[src/rtl/channel_drain_arbiter.sv]
// Round-robin drain of complete packets from NUM_CHAN show-ahead channel buffers into one TX stream.
// Optional macro CHAN0_PRIORITY_EN: channel 0 gets strict priority and does not advance rr_ptr.
module channel_drain_arbiter #(
   parameter int NUM_CHAN  = 4,
   parameter int MAX_WORDS = 128,
   parameter int CHW       = 3
) (
   input  logic                    txclk,
   input  logic                    reset,
   input  logic [NUM_CHAN-1:0]     chan_enable,
   input  logic [NUM_CHAN-1:0]     packet_waiting,
   input  logic [32*NUM_CHAN-1:0]  chan_data,
   output logic [NUM_CHAN-1:0]     RD,
   output logic [NUM_CHAN-1:0]     RD_done,
   output logic [31:0]             out_data,
   output logic                    out_valid,
   input  logic                    out_ready,
   output logic                    out_sop,
   output logic                    out_eop,
   output logic [CHW-1:0]          out_chan,
   output logic                    busy
);

   typedef enum logic [2:0] {S_IDLE, S_GRANT, S_HDR, S_PAYLOAD, S_DONE} state_t;

   localparam int unsigned NC   = NUM_CHAN;
   localparam logic [8:0]  MAXW = 9'(MAX_WORDS);

   state_t               state, state_nxt;
   logic [NUM_CHAN-1:0]  req;
   logic [NUM_CHAN-1:0]  chan_onehot;
   logic [CHW-1:0]       rr_ptr;
   logic [CHW-1:0]       rr_next;
   logic [CHW-1:0]       grant_idx;
   logic                 grant_found;
   int unsigned          cand;
   logic                 gap;
   logic [8:0]           wcnt;
   logic [8:0]           total;
   logic [9:0]           hdr_words;
   logic [8:0]           hdr_total;
   logic                 accept;
   logic                 last_word;
   logic                 adv_rd;

   assign req       = packet_waiting & chan_enable;
   assign accept    = out_valid & out_ready;
   assign last_word = (wcnt == total - 9'd1);
   assign adv_rd    = accept && !(state == S_PAYLOAD && last_word);
   assign rr_next   = (out_chan == CHW'(NC - 1)) ? '0 : out_chan + 1'b1;

   // header word: 2 + ceil(bytes/4) words, clamped to buffer capacity
   assign hdr_words = 10'd2 + ((10'(out_data[8:0]) + 10'd3) >> 2);
   assign hdr_total = (hdr_words > {1'b0, MAXW}) ? MAXW : hdr_words[8:0];

   always_comb begin
      out_data = '0;
      for (int unsigned j = 0; j < NC; j++) begin
         if (out_chan == CHW'(j))
            out_data = chan_data[32*j +: 32];
      end
   end

   always_comb begin
      chan_onehot = '0;
      for (int unsigned j = 0; j < NC; j++)
         chan_onehot[j] = (out_chan == CHW'(j));
   end

   // first requester at or after rr_ptr, modulo NUM_CHAN
   always_comb begin
      grant_idx   = '0;
      grant_found = 1'b0;
      cand        = 0;
`ifdef CHAN0_PRIORITY_EN
      if (req[0])
         grant_found = 1'b1;
`endif
      for (int unsigned k = 0; k < NC; k++) begin
         cand = 32'(rr_ptr) + k;
         if (cand >= NC)
            cand = cand - NC;
         for (int unsigned j = 0; j < NC; j++) begin
            if (!grant_found && cand == j && req[j]) begin
               grant_found = 1'b1;
               grant_idx   = CHW'(j);
            end
         end
      end
   end

   always_ff @(posedge txclk or negedge reset) begin
      if (!reset)
         state <= S_IDLE;
      else
         state <= state_nxt;
   end

   always_comb begin
      state_nxt = state;
      case (state)
         S_IDLE:    if (|req) state_nxt = S_GRANT;
         S_GRANT:   state_nxt = grant_found ? S_HDR : S_IDLE;
         S_HDR:     if (accept) state_nxt = S_PAYLOAD;
         S_PAYLOAD: if (accept && last_word) state_nxt = S_DONE;
         S_DONE:    state_nxt = S_IDLE;
         default:   state_nxt = S_IDLE;
      endcase
   end

   always_comb begin
      busy      = (state != S_IDLE);
      out_valid = (state == S_HDR || state == S_PAYLOAD) && !gap;
      out_sop   = (state == S_HDR) && !gap;
      out_eop   = (state == S_PAYLOAD) && !gap && last_word;
   end

   // RD lands in the bubble cycle after an accept so the show-ahead word is fresh on the next valid
   always_ff @(posedge txclk or negedge reset) begin
      if (!reset) begin
         RD       <= '0;
         RD_done  <= '0;
         gap      <= 1'b0;
         wcnt     <= '0;
         total    <= '0;
         out_chan <= '0;
         rr_ptr   <= '0;
      end else begin
         gap     <= adv_rd;
         RD      <= adv_rd ? chan_onehot : '0;
         RD_done <= (accept && state == S_PAYLOAD && last_word) ? chan_onehot : '0;
         case (state)
            S_GRANT: begin
               wcnt <= '0;
               if (grant_found)
                  out_chan <= grant_idx;
            end
            S_HDR: begin
               if (accept) begin
                  total <= hdr_total;
                  wcnt  <= 9'd1;
               end
            end
            S_PAYLOAD: begin
               if (accept)
                  wcnt <= wcnt + 9'd1;
            end
            S_DONE: begin
`ifdef CHAN0_PRIORITY_EN
               if (out_chan != '0)
                  rr_ptr <= rr_next;
`else
               rr_ptr <= rr_next;
`endif
            end
            default: ;
         endcase
      end
   end

endmodule
[config.mk]
export PLATFORM = sky130hd
export DESIGN_NAME = channel_drain_arbiter
export DESIGN_NICKNAME = d
export VERILOG_FILES = /design/src/rtl/channel_drain_arbiter.sv
export SDC_FILE = /design/constraint.sdc
export NUM_CORES = 1
export LEC_CHECK = 0
export CELL_PAD_IN_SITES_DETAIL_PLACEMENT = 2
export CELL_PAD_IN_SITES_GLOBAL_PLACEMENT = 2
export CORE_MARGIN = 4
export CORE_UTILIZATION = 18
export CTS_CLUSTER_DIAMETER = 50
export DETAILED_ROUTE_END_ITERATION = 7
export PLACE_DENSITY_LB_ADDON = 0.1
export REMOVE_ABC_BUFFERS = 1
export SYNTH_ARGS = -nofsm -noshare
export SYNTH_HDL_FRONTEND = slang
export SYNTH_SLANG_ARGS = --single-unit
[constraint.sdc]
create_clock -name txclk -period 2.95 [get_ports txclk]
set_clock_uncertainty 0.2 [all_clocks]
set_input_delay 0.59 -clock txclk [delete_from_list [all_inputs] [get_ports txclk]]
set_output_delay 0.59 -clock txclk [all_outputs]
set_load 0.03 [all_outputs]
**Word-level counts from Yosys, hierarchy flattened**

Cells that the tools add are included.

- Register bits after elaboration: 36
- Input bits: 139
- Output and inout bits: 47

- $add $sub $neg: 12
- $lt $le $gt $ge: 5
- Eq/ne operators: 24
- Muxes and demuxes: 51
- Bitwise operators: 2
- Reduce and logical (&&, ||, !) cells: 71

Operators with widths:

| kind | number |
|---|---|
| 32-bit by 2-bit equality test with 1-bit output (second input constant) | 8 |
| 32-bit 2-to-1 mux | 8 |
| 32-bit by 1-bit equality test with 1-bit output (second input constant) | 4 |
| 32-bit logical NOT | 4 |
| 3-bit 2-to-1 mux | 18 |
| 1-bit logical AND | 40 |
| 9-bit 2-to-1 mux | 3 |
| 9-bit case mux with 3 select lines | 1 |
| 1-bit logical NOT | 17 |
| 1-bit 2-to-1 mux | 17 |
| 4-bit by 3-bit subtractor with 5-bit output (second input constant) | 3 |
| 3-bit by 2-bit equality test with 1-bit output (second input constant) | 4 |
| 4-bit by 3-bit >= comparator with 1-bit output (second input constant) | 3 |
| 3-bit case mux with 4 select lines | 1 |
| 9-bit by 2-bit adder with 10-bit output (second input constant) | 1 |
| 2-bit by 8-bit adder with 9-bit output (first input constant) | 1 |
| 9-bit by 1-bit adder with 9-bit output (second input constant) | 1 |
| 9-bit equality test | 1 |
| 9-bit by 8-bit > comparator with 1-bit output (second input constant) | 1 |
| 9-bit by 1-bit subtractor with 9-bit output (second input constant) | 1 |
| 3-bit by 2-bit adder with 4-bit output (second input constant) | 2 |
| 4-bit 2-to-1 mux | 2 |
| 2-bit != test (second input constant) | 4 |
| 3-bit by 1-bit equality test with 1-bit output (second input constant) | 2 |
| other kinds (14) | 18 |

**Logic depth before layout (Yosys ltp)**

Gate-level depths: netlist (run 1).

- Depth in word-level cells: 67
- Depth in mapped cells: 16

**Worst setup path after synthesis (run 1)**

Ideal clock, no wire load.

- Path type: register to output
- Start point: reg total[0]
- End point: out out_eop
- Data arrival time: 2.602 ns
- Required time: 2.160 ns
- Slack: -0.442 ns
- Cell stages (with the launch flop): 10
- Cells stage by stage: dfrtp_1 > inv_1 > ha_1 > nand2b_1 > buf_2 > a211oi_1 > or3_1 > a31oi_1 > o2111ai_2 > nor4_1

- Word-level cells in the longest chain between the ends: 3

RTL lines:

| element | RTL line | RTL |
|---|---|---|
| from (decl) | 39 | `logic [8:0] total;` |
| from (signal assigned) | 140 | `total <= hdr_total;` |
| 9-bit by 1-bit subtractor with 9-bit output | 48 | `assign last_word = (wcnt == total - 9'd1);` |
| 9-bit equality test | 48 |  |
| 1-bit logical AND | 115 | `out_eop = (state == S_PAYLOAD) && !gap && last_word;` |
| to (decl) | 19 | `output logic out_eop,` |

No other way between the ends.

**Worst setup path in the final report (run 1)**

Same ends and word-level chain as after synthesis.

==> flow_metrics.tcl, run 1 <==
set metrics [dict create \
    dp_hpwl_um 14100 \
    grt.total_usage_pct 17.4 \
    vias 4185 \
    start_kind "flop" \
    clock_latency_ps 280 \
    fin_cells 894 \
    routed_wl_um 17700 \
    die_height_um 141 \
    synth_edf_count 0 \
    cts_tree "yes" \
    ys_types 68 \
    nFillCells 1933 \
    rsz0062_at_grt "yes" \
    drc 0 \
    setup_viol 4 \
    hold_ws_ps 200 \
    yosysSeqAreaShare_pct 26.6 \
    fin_total_pwr_mw 7.68 \
    end_kind "output port" \
    grt_start_max_net_pins 35 \
    yosys_warnings 0 \
    dpl.cell_count 858 \
    htree_levels 2 \
    finalNetCount 814 \
    vdd_ir_drop_max_mv 0.443 \
    failed_checks "negative setup slack" \
    async_reset_ff_share_pct 100 \
    drive_gt1_share_pct 32.0 \
    period_share_pct 109 \
    ant_nets 0 \
    antenna_found_initial 0 \
    fp-row-count 48 \
    die_w_um 141 \
    hold_viol_final 0 \
    syn2layout_area_growth_pct 102 \
    path_max_fanout 4 \
    routedWlPerCell_um 19.8 \
    cts.sinks 34 \
    fmax_mhz 311 \
    syn_area_sq_mm 0.00320 \
    maxCapViolCount 0 \
    antennaDiodeCount 0 \
    regToRegSetupSlack_ps -130 \
    multiInputGateArea_sq_mm 0.00246 \
    via_per_inst 4.68 \
    maxSlewViolCount 0 \
    drt_iter0_drc 100 \
    synthFlopType "dfrtp_1" \
    cts_buffers 5 \
    start_util_pct 18.4 \
    r2r.worst_path.cells 14 \
    core_area_sq_mm 0.0174 \
    regArea_sq_um 852 \
    synth_seq_cells 34 \
    clock_path_buffers 2 \
    die_area_sq_mm 0.0200 \
    ctsHoldBuffers 0 \
    first_pass_iters 4 \
    num_io_pins 186 \
    holdCritPathClass "in2async" \
    critical_path_class "reg2out" \
    gp_congestion 0.742 \
    grt_pass1_wl_um 27200 \
    max-slew-margin-rel_pct 43.8 \
    grt.overflow.total 0 \
    layout_min_cycle_time_ps 3210 \
    syn_area_per_cell_sq_um 7.84 \
    power_density_mw_per_mm2 1190 \
    tns_ps -410 \
    tightest_slew_ps 843 \
    ctsRootBufferMaster "clkbuf_16" \
    cp.arrival_ps 2420 \
    crit_path_end "out_eop" \
    grt_pass1_vias 4853 \
    leakage_nw 2.70 \
    synthCells 408 \
    worst_ep_required_time_ps 2160 \
    rr_startpoint "out_chan[1]" \
    status "complete, but fails checks" \
    clk_pin_slew_worst_paths_ps 60 \
    port_buffers 184 \
    r2r-end "total[4]" \
    fin_ws_ps -263 \
    crit_start "total[0]" \
]
cell families (layout without fill, tap and decap cells):
| family | Yosys count | count (layout) | share of synthesized area (%) |
|---|---|---|---|
| and+or+nand+nor | 157 | 157 | 25.0 |
| AOI/OAI and AO/OA | 145 | 145 | 33.2 |
| buffers and inverters | 42 | 303 | 6.10 |
| DFF | 34 | 34 | 26.6 |
| xor gates and xnor gates | 19 | 19 | 5.20 |
| adders and majority gates | 7 | 7 | 2.74 |
| muxes | 3 | 3 | 1.02 |
| other | 1 | 1 | 0.117 |
area by class of cell:
| cell class | count | share of cell area, % |
|---|---|---|
| Timing Repair Buffer | 278 | 40.9 |
| Multi-Input combinational cell | 332 | 38.0 |
| Sequential cell | 34 | 13.2 |
| Tap cell | 225 | 4.35 |
| Clock buffer | 5 | 1.93 |
| Inverter | 17 | 1.02 |
| Clock inverter | 3 | 0.618 |
worst max-delay path, stage by stage, from the launching register on:
cell	delay, ps
dfrtp_1	390
inv_1	60
ha_2	190
nand2b_4	80
a211oi_2	60
or3_4	390
a31oi_4	200
o2111ai_4	160
nor4_2	330
buf_4	170
buf_12	110
where the power goes:
part	leakage [nW]	switching, mW	total [mW]	internal [mW]
clock network	0.0836	0.207	0.602	0.395
logic	2.18	3.31	6.37	3.06
registers	0.440	0.121	0.706	0.585
how the worst min path moves through the flow:
stage | slack [ps] | start | cells after the start | endpoint
CTS | 230 | reset | 1 | total[5]
finish | 200 | reset | 1 | total[5]
floorplan | 90 | reset | 0 | RD[0]
detailed placement | 310 | total[8] | 1 | total[8]
global route | 280 | reset | 1 | total[5]
global placement | 290 | total[8] | 1 | total[8]
registers in the layout (all words and copies together), names as in the netlist:
name,count
state,3
RD,4
wcnt,9
gap,1
total,9
out_chan,2
RD_done,4
rr_ptr,2
cell usage in the layout, fill, tap and decap left out, drive strengths merged, types with 8 or more instances in the layout:
| cell | n |
|---|---|
| xnor2 | 11 |
| a21oi | 20 |
| dfrtp | 34 |
| inv | 17 |
| nand2 | 64 |
| o21ai | 59 |
| nand2b | 9 |
| nor2 | 27 |
| nor3 | 8 |
| buf | 126 |
| a221o | 20 |
| clkdlybuf4s50 | 150 |
| xor2 | 8 |
stage by stage:
step                      instance area (sq um)  setup slack, ps  utilization [%]
after floorplan                            3070            -1230                -
after global placement                     5690             -318             32.8
after detailed placement                   5690             -387             32.8
after CTS                                  6220             -258             35.8
after global routing                       6470             -368             37.3
final                                      6470             -263             37.3
per-layer routing:
metal	vias up	part of all wire [%]	track usage, %	routed length (um)
li1	2011	-	-	-
met3	15	6.3	5.36	1110
met4	0	1.4	3.62	242
met5	-	0	0	0
met2	100	55	33.8	9800
met1	2059	37	18.3	6530
Yosys cell counts (3+ instances only):
cell | n | area share, %
buf_6 | 3 | 1.1
xnor2_1 | 11 | 3.0
o21ai_0 | 55 | 8.6
a21oi_1 | 20 | 3.1
clkbuf_1 | 14 | 1.6
a31oi_1 | 4 | 0.78
o21ai_1 | 3 | 0.47
o31ai_2 | 3 | 1.2
or3_1 | 6 | 1.2
a221o_1 | 20 | 6.3
o31ai_1 | 3 | 0.70
nand4_1 | 3 | 0.59
and3_1 | 7 | 1.4
buf_4 | 3 | 0.70
and2_1 | 6 | 1.2
buf_2 | 3 | 0.47
xor2_1 | 8 | 2.2
ha_1 | 7 | 2.7
a211oi_1 | 4 | 0.94
nor2_1 | 27 | 3.2
nand2_1 | 63 | 7.4
nand2b_1 | 8 | 1.6
nor2b_1 | 5 | 0.98
nand3_1 | 5 | 0.78
nor3_1 | 6 | 0.94
inv_1 | 16 | 1.9
nor4_1 | 3 | 0.59
o22ai_1 | 4 | 0.78
dfrtp_1 | 34 | 27
repair_timing:
item,CTS,global route
setup buffers,16,14
gates resized for setup,86,47
pin swaps,14,30
cloned,1,2
setup endpoints to repair,33,31
Power figures use the tool's default switching activity.
==> run 2, diff against run 1 <==
--- a/config.mk
+++ b/config.mk
@@ -12,7 +12,6 @@
 export CTS_CLUSTER_DIAMETER = 50
 export DETAILED_ROUTE_END_ITERATION = 7
 export PLACE_DENSITY_LB_ADDON = 0.1
-export REMOVE_ABC_BUFFERS = 1
 export SYNTH_ARGS = -nofsm -noshare
 export SYNTH_HDL_FRONTEND = slang
 export SYNTH_SLANG_ARGS = --single-unit
==> flow_metrics.tcl, run 2 (synthesized netlist as in run 1, its figures left out) <==
set metrics [dict create \
    status "complete, but fails checks" \
    failed_checks "negative setup slack" \
    most-common-layout-cells "clkdlybuf4s50_1, buf_4, nand2_1, dfrtp_1, o21ai_1" \
    num_io_pins 186 \
    cts.sinks 34 \
    clk_pin_slew_worst_paths_ps 50 \
    critPathTopFamily "simple AND/OR/NAND/NOR gates" \
    dpl_worst_slack_ps -395 \
    grt.total_usage_pct 15.6 \
    pwr-share-comb_pct 82.7 \
    critPathSlowestCell "dfrtp_1" \
    start_util_pct 18.4 \
    cp.arrival_ps 2430 \
    antenna_found_initial 2 \
    worst_ep_required_time_ps 2160 \
    multiInputGateArea_sq_mm 0.00243 \
    stdcell_area_sq_mm 0.00620 \
    p_int_mw 3.65 \
    dpl.cell_count 853 \
    cts_tree "yes" \
    routedWlPerCell_um 19.3 \
    routed_wl_um 16900 \
    max-slew-margin-rel_pct 45.6 \
    ctsRootBufferMaster "clkbuf_16" \
    finalNetCount 795 \
    vias 4126 \
    port_buffers 184 \
    clock_latency_ps 280 \
    cp_cell_sequence "inv_2, ha_4, nand2b_4, a211oi_2, or3_1, a31oi_2, o2111ai_2, nor4_2, buf_4, buf_12" \
    fin_ws_ps -270 \
    holdCritPathClass "in2async" \
    grt_pass1_vias 4640 \
    power_switching_mw 3.53 \
    placed_cell_area_sq_mm 0.00564 \
    nFillCells 1920 \
    hold_viol_final 0 \
    hold_ws_ps 212 \
    core_area_sq_mm 0.0174 \
    critical_path_class "reg2out" \
    switching_share_pct 49.1 \
    gp_congestion 0.814 \
    syn2layout_area_growth_pct 93.9 \
    via_per_inst 4.70 \
    fmax_mhz 311 \
    drc 0 \
    die_area_sq_mm 0.0200 \
    path_max_fanout 4 \
    clock_path_buffers 2 \
    die_height_um 141 \
    grt.overflow.total 0 \
    cts_buffers 5 \
    maxSlewViolCount 0 \
    first_pass_iters 4 \
    period_share_pct 109 \
    rsz0062_at_grt "yes" \
    utilization_pct 35.7 \
    ctsHoldBuffers 0 \
    fp-row-count 48 \
    power_density_mw_per_mm2 1160 \
    grt_start_max_net_pins 50 \
    drive_gt1_share_pct 29.2 \
    drt_iter0_drc 101 \
    tns_ps -451 \
    dp_hpwl_um 13800 \
    seqPwrFrac_pct 10.3 \
    reg_top3 "total x9, wcnt x9" \
    maxCapViolCount 0 \
    grt_pass1_wl_um 25100 \
    setup_viol 6 \
    end_kind "output port" \
    clkPwrFrac_pct 7.0 \
    fin_total_pwr_mw 7.18 \
    ant_nets 0 \
    cpPeakStageDelay_ps 410 \
    layout_min_cycle_time_ps 3220 \
    regArea_sq_um 853 \
    tightest_slew_ps 815 \
    htree_levels 2 \
    start_kind "flop" \
    fin_cells 877 \
    leakage_nw 2.56 \
    syn_nets 554 \
    crit_buf_inv 3 \
    die_w_um 141 \
    vdd_ir_drop_max_mv 0.481 \
    final_common_cell "clkdlybuf4s50_1" \
]
-- run 2: what timing repair did --
action | 4_1_cts | 5_1_grt
gates resized for setup | 33 | 33
cloned | 0 | 1
buffers inserted | 4 | 10
pin swaps | 9 | 12
endpoints found under the hold margin | 0 | 0
setup endpoints to repair | 30 | 28
-- run 2: power by group through the flow --
stage                     clock, mW  sequential, mW  combinational [mW]
after floorplan                   0           0.750                2.88
after global placement            0           0.719                5.06
after detailed placement          0           0.728                5.19
after CTS                     0.522           0.734                5.57
after global routing          0.539           0.756                6.40
final                         0.506           0.736                5.94
-- run 2: final cells by class --
cell class | instances | area share (%)
well taps | 225 | 4.54
flip-flops and latches | 34 | 13.8
repair buffers | 259 | 39.1
diodes | 2 | 0.0807
inverters | 17 | 1.15
clock inverters | 2 | 0.161
multi-input cells | 332 | 39.2
clock buffers | 6 | 2.08
-- run 2: worst paths after layout --
| kind | endpoint | start | slack, ps | depth (start not counted) |
|---|---|---|---|---|
| worst min-delay path | wcnt[3] | reset | 210 | 1 |
| min in group txclk | total[8] | total[8] | 320 | 1 |
| worst max-delay path | out_eop | total[1] | -270 | 10 |
| worst max register to register | total[4] | out_chan[0] | -60 | 14 |
| max in group asynchronous | out_chan[1] | reset | 1770 | 1 |
| worst min register to register | total[8] | total[8] | 320 | 1 |
-- run 2: metal layers --
| metal | GRT usage [%] | routed length [um] | vias up |
|---|---|---|---|
| met5 | 0 | 0 | - |
| met3 | 5.02 | 1170 | 12 |
| li1 | - | - | 1969 |
| met4 | 3.31 | 245 | 0 |
| met2 | 28.4 | 8920 | 119 |
| met1 | 17.9 | 6580 | 2026 |
==> run 3, diff against run 2 <==
--- a/config.mk
+++ b/config.mk
@@ -15,3 +15,4 @@
 export SYNTH_ARGS = -nofsm -noshare
 export SYNTH_HDL_FRONTEND = slang
 export SYNTH_SLANG_ARGS = --single-unit
+export TNS_END_PERCENT = 50
==> flow_metrics.tcl, run 3 (synthesized netlist as in run 1, its figures left out) <==
set metrics [dict create \
    status "complete, but fails checks" \
    failed_checks "negative setup slack" \
    path_max_fanout 4 \
    layout_min_cycle_time_ps 3210 \
    grt.overflow.total 0 \
    cp_cell_sequence "inv_2, ha_4, nand2b_4, a211oi_2, or3_4, a31oi_4, o2111ai_4, nor4_2, buf_4, buf_12" \
    finalNetCount 793 \
    cts_buffers 5 \
    r2r.worst_path.cells 13 \
    maxSlewViolCount 0 \
    antenna_found_initial 1 \
    regToRegSetupSlack_ps -90 \
    start_kind "flop" \
    grt.total_usage_pct 16.4 \
    rsz0062_at_grt "yes" \
    grt_pass1_wl_um 25800 \
    syn_nets 554 \
    drt_iter0_drc 122 \
    power_density_mw_per_mm2 1180 \
    crit_buf_inv 3 \
    clock_path_buffers 2 \
    reg_top3 "total x9, wcnt x9" \
    htree_levels 2 \
    drc 0 \
    hold_ws_ps 213 \
    most-common-layout-cells "clkdlybuf4s50_1, buf_4, nand2_1, o21ai_1, dfrtp_1" \
    via_per_inst 4.73 \
    worst_ep_required_time_ps 2160 \
    setup_viol 5 \
    final_common_cell "clkdlybuf4s50_1" \
    vdd_ir_drop_max_mv 0.680 \
    rr_startpoint "out_chan[1]" \
    die_area_sq_mm 0.0200 \
    die_height_um 141 \
    fp-row-count 48 \
    critical_path_class "reg2out" \
    num_io_pins 186 \
    dpl.cell_count 849 \
    ctsRootBufferMaster "clkbuf_16" \
    cts_tree "yes" \
    holdCritPathClass "in2async" \
    r2r-end "total[4]" \
    fin_cells 874 \
    fmax_mhz 312 \
    hold_viol_final 0 \
    routed_wl_um 17300 \
    grt_pass1_vias 4665 \
    critPathTopFamily "simple AND/OR/NAND/NOR gates" \
    vias 4133 \
    clk_pin_slew_worst_paths_ps 60 \
    end_kind "output port" \
    dpl_worst_slack_ps -406 \
    syn2layout_area_growth_pct 101 \
    start_util_pct 18.4 \
    grt_start_max_net_pins 50 \
    gp_congestion 0.767 \
    port_buffers 184 \
    period_share_pct 109 \
    utilization_pct 37.0 \
    die_w_um 141 \
    clock_latency_ps 280 \
    fin_ws_ps -258 \
    first_pass_iters 6 \
    core_area_sq_mm 0.0174 \
    nFillCells 1910 \
    cpPeakStageDelay_ps 420 \
    maxCapViolCount 0 \
    leakage_nw 2.59 \
    ctsHoldBuffers 0 \
    max-slew-margin-rel_pct 44.3 \
    routedWlPerCell_um 19.8 \
    fin_total_pwr_mw 7.56 \
    critPathSlowestCell "dfrtp_1" \
    dp_hpwl_um 13600 \
    drive_gt1_share_pct 31.8 \
    tightest_slew_ps 836 \
    ant_nets 0 \
    cp.arrival_ps 2420 \
    cts.sinks 34 \
]
run 3: cell types whose count changed in the layout (fill, tap and decap cells not counted), sizes merged:
cell    before  now
clkbuf       7    8
buf        108  106
diode        2    1
clkinv       2    1
run 3: area by class of cell:
cell class / instances / area (sq um) / area share [%]
Antenna cell: 1 / 2.50 / 0.0390
Clock buffer: 7 / 143 / 2.22
Clock inverter: 1 / 5.00 / 0.0780
Inverter: 17 / 73.8 / 1.15
Multi-Input combinational cell: 332 / 2540 / 39.6
Sequential cell: 34 / 855 / 13.3
Tap cell: 225 / 282 / 4.39
Timing Repair Buffer: 257 / 2510 / 39.2
run 3: worst max-delay path by stage:
stage / startpoint / to / slack, ps / cells after the start
floorplan: out_chan[0] / total[4] / -200 / 11
global placement: chan_data[32] / total[4] / -310 / 13
detailed placement: chan_data[32] / total[4] / -410 / 13
CTS: total[1] / out_eop / -310 / 10
global route: total[0] / out_eop / -370 / 10
finish: total[0] / out_eop / -260 / 10
run 3: report_power, final:
group,leakage [nW],internal (mW),switching (mW),total (mW)
Sequential,0.438,0.587,0.147,0.734
Clock,0.0739,0.335,0.208,0.543
Combinational,2.08,2.99,3.29,6.28
Total,2.59,3.91,3.65,7.56
run 3: metal layers:
| layer | vias to the layer above | share of wire (%) | track usage (%) |
|---|---|---|---|
| li1 | 1971 | - | - |
| met1 | 2043 | 38 | 18.9 |
| met2 | 110 | 55 | 30.6 |
| met3 | 9 | 5.7 | 4.25 |
| met4 | 0 | 0.76 | 3.06 |
| met5 | - | 0 | 0 |
run 3: stage by stage:
step / TNS, ps / area (sq um)
2_1_floorplan: -1610 / 3220
3_3_place_gp: -1730 / 5660
3_5_place_dp: -2630 / 5660
4_1_cts: -353 / 6100
5_1_grt: -1890 / 6420
6_report: -482 / 6420
run 3: what timing repair did:
action,4_1_cts,5_1_grt
pin swaps,15,23
gates resized for setup,53,71
cloned,0,1
endpoints found under the setup margin,33,36
setup buffers,5,11
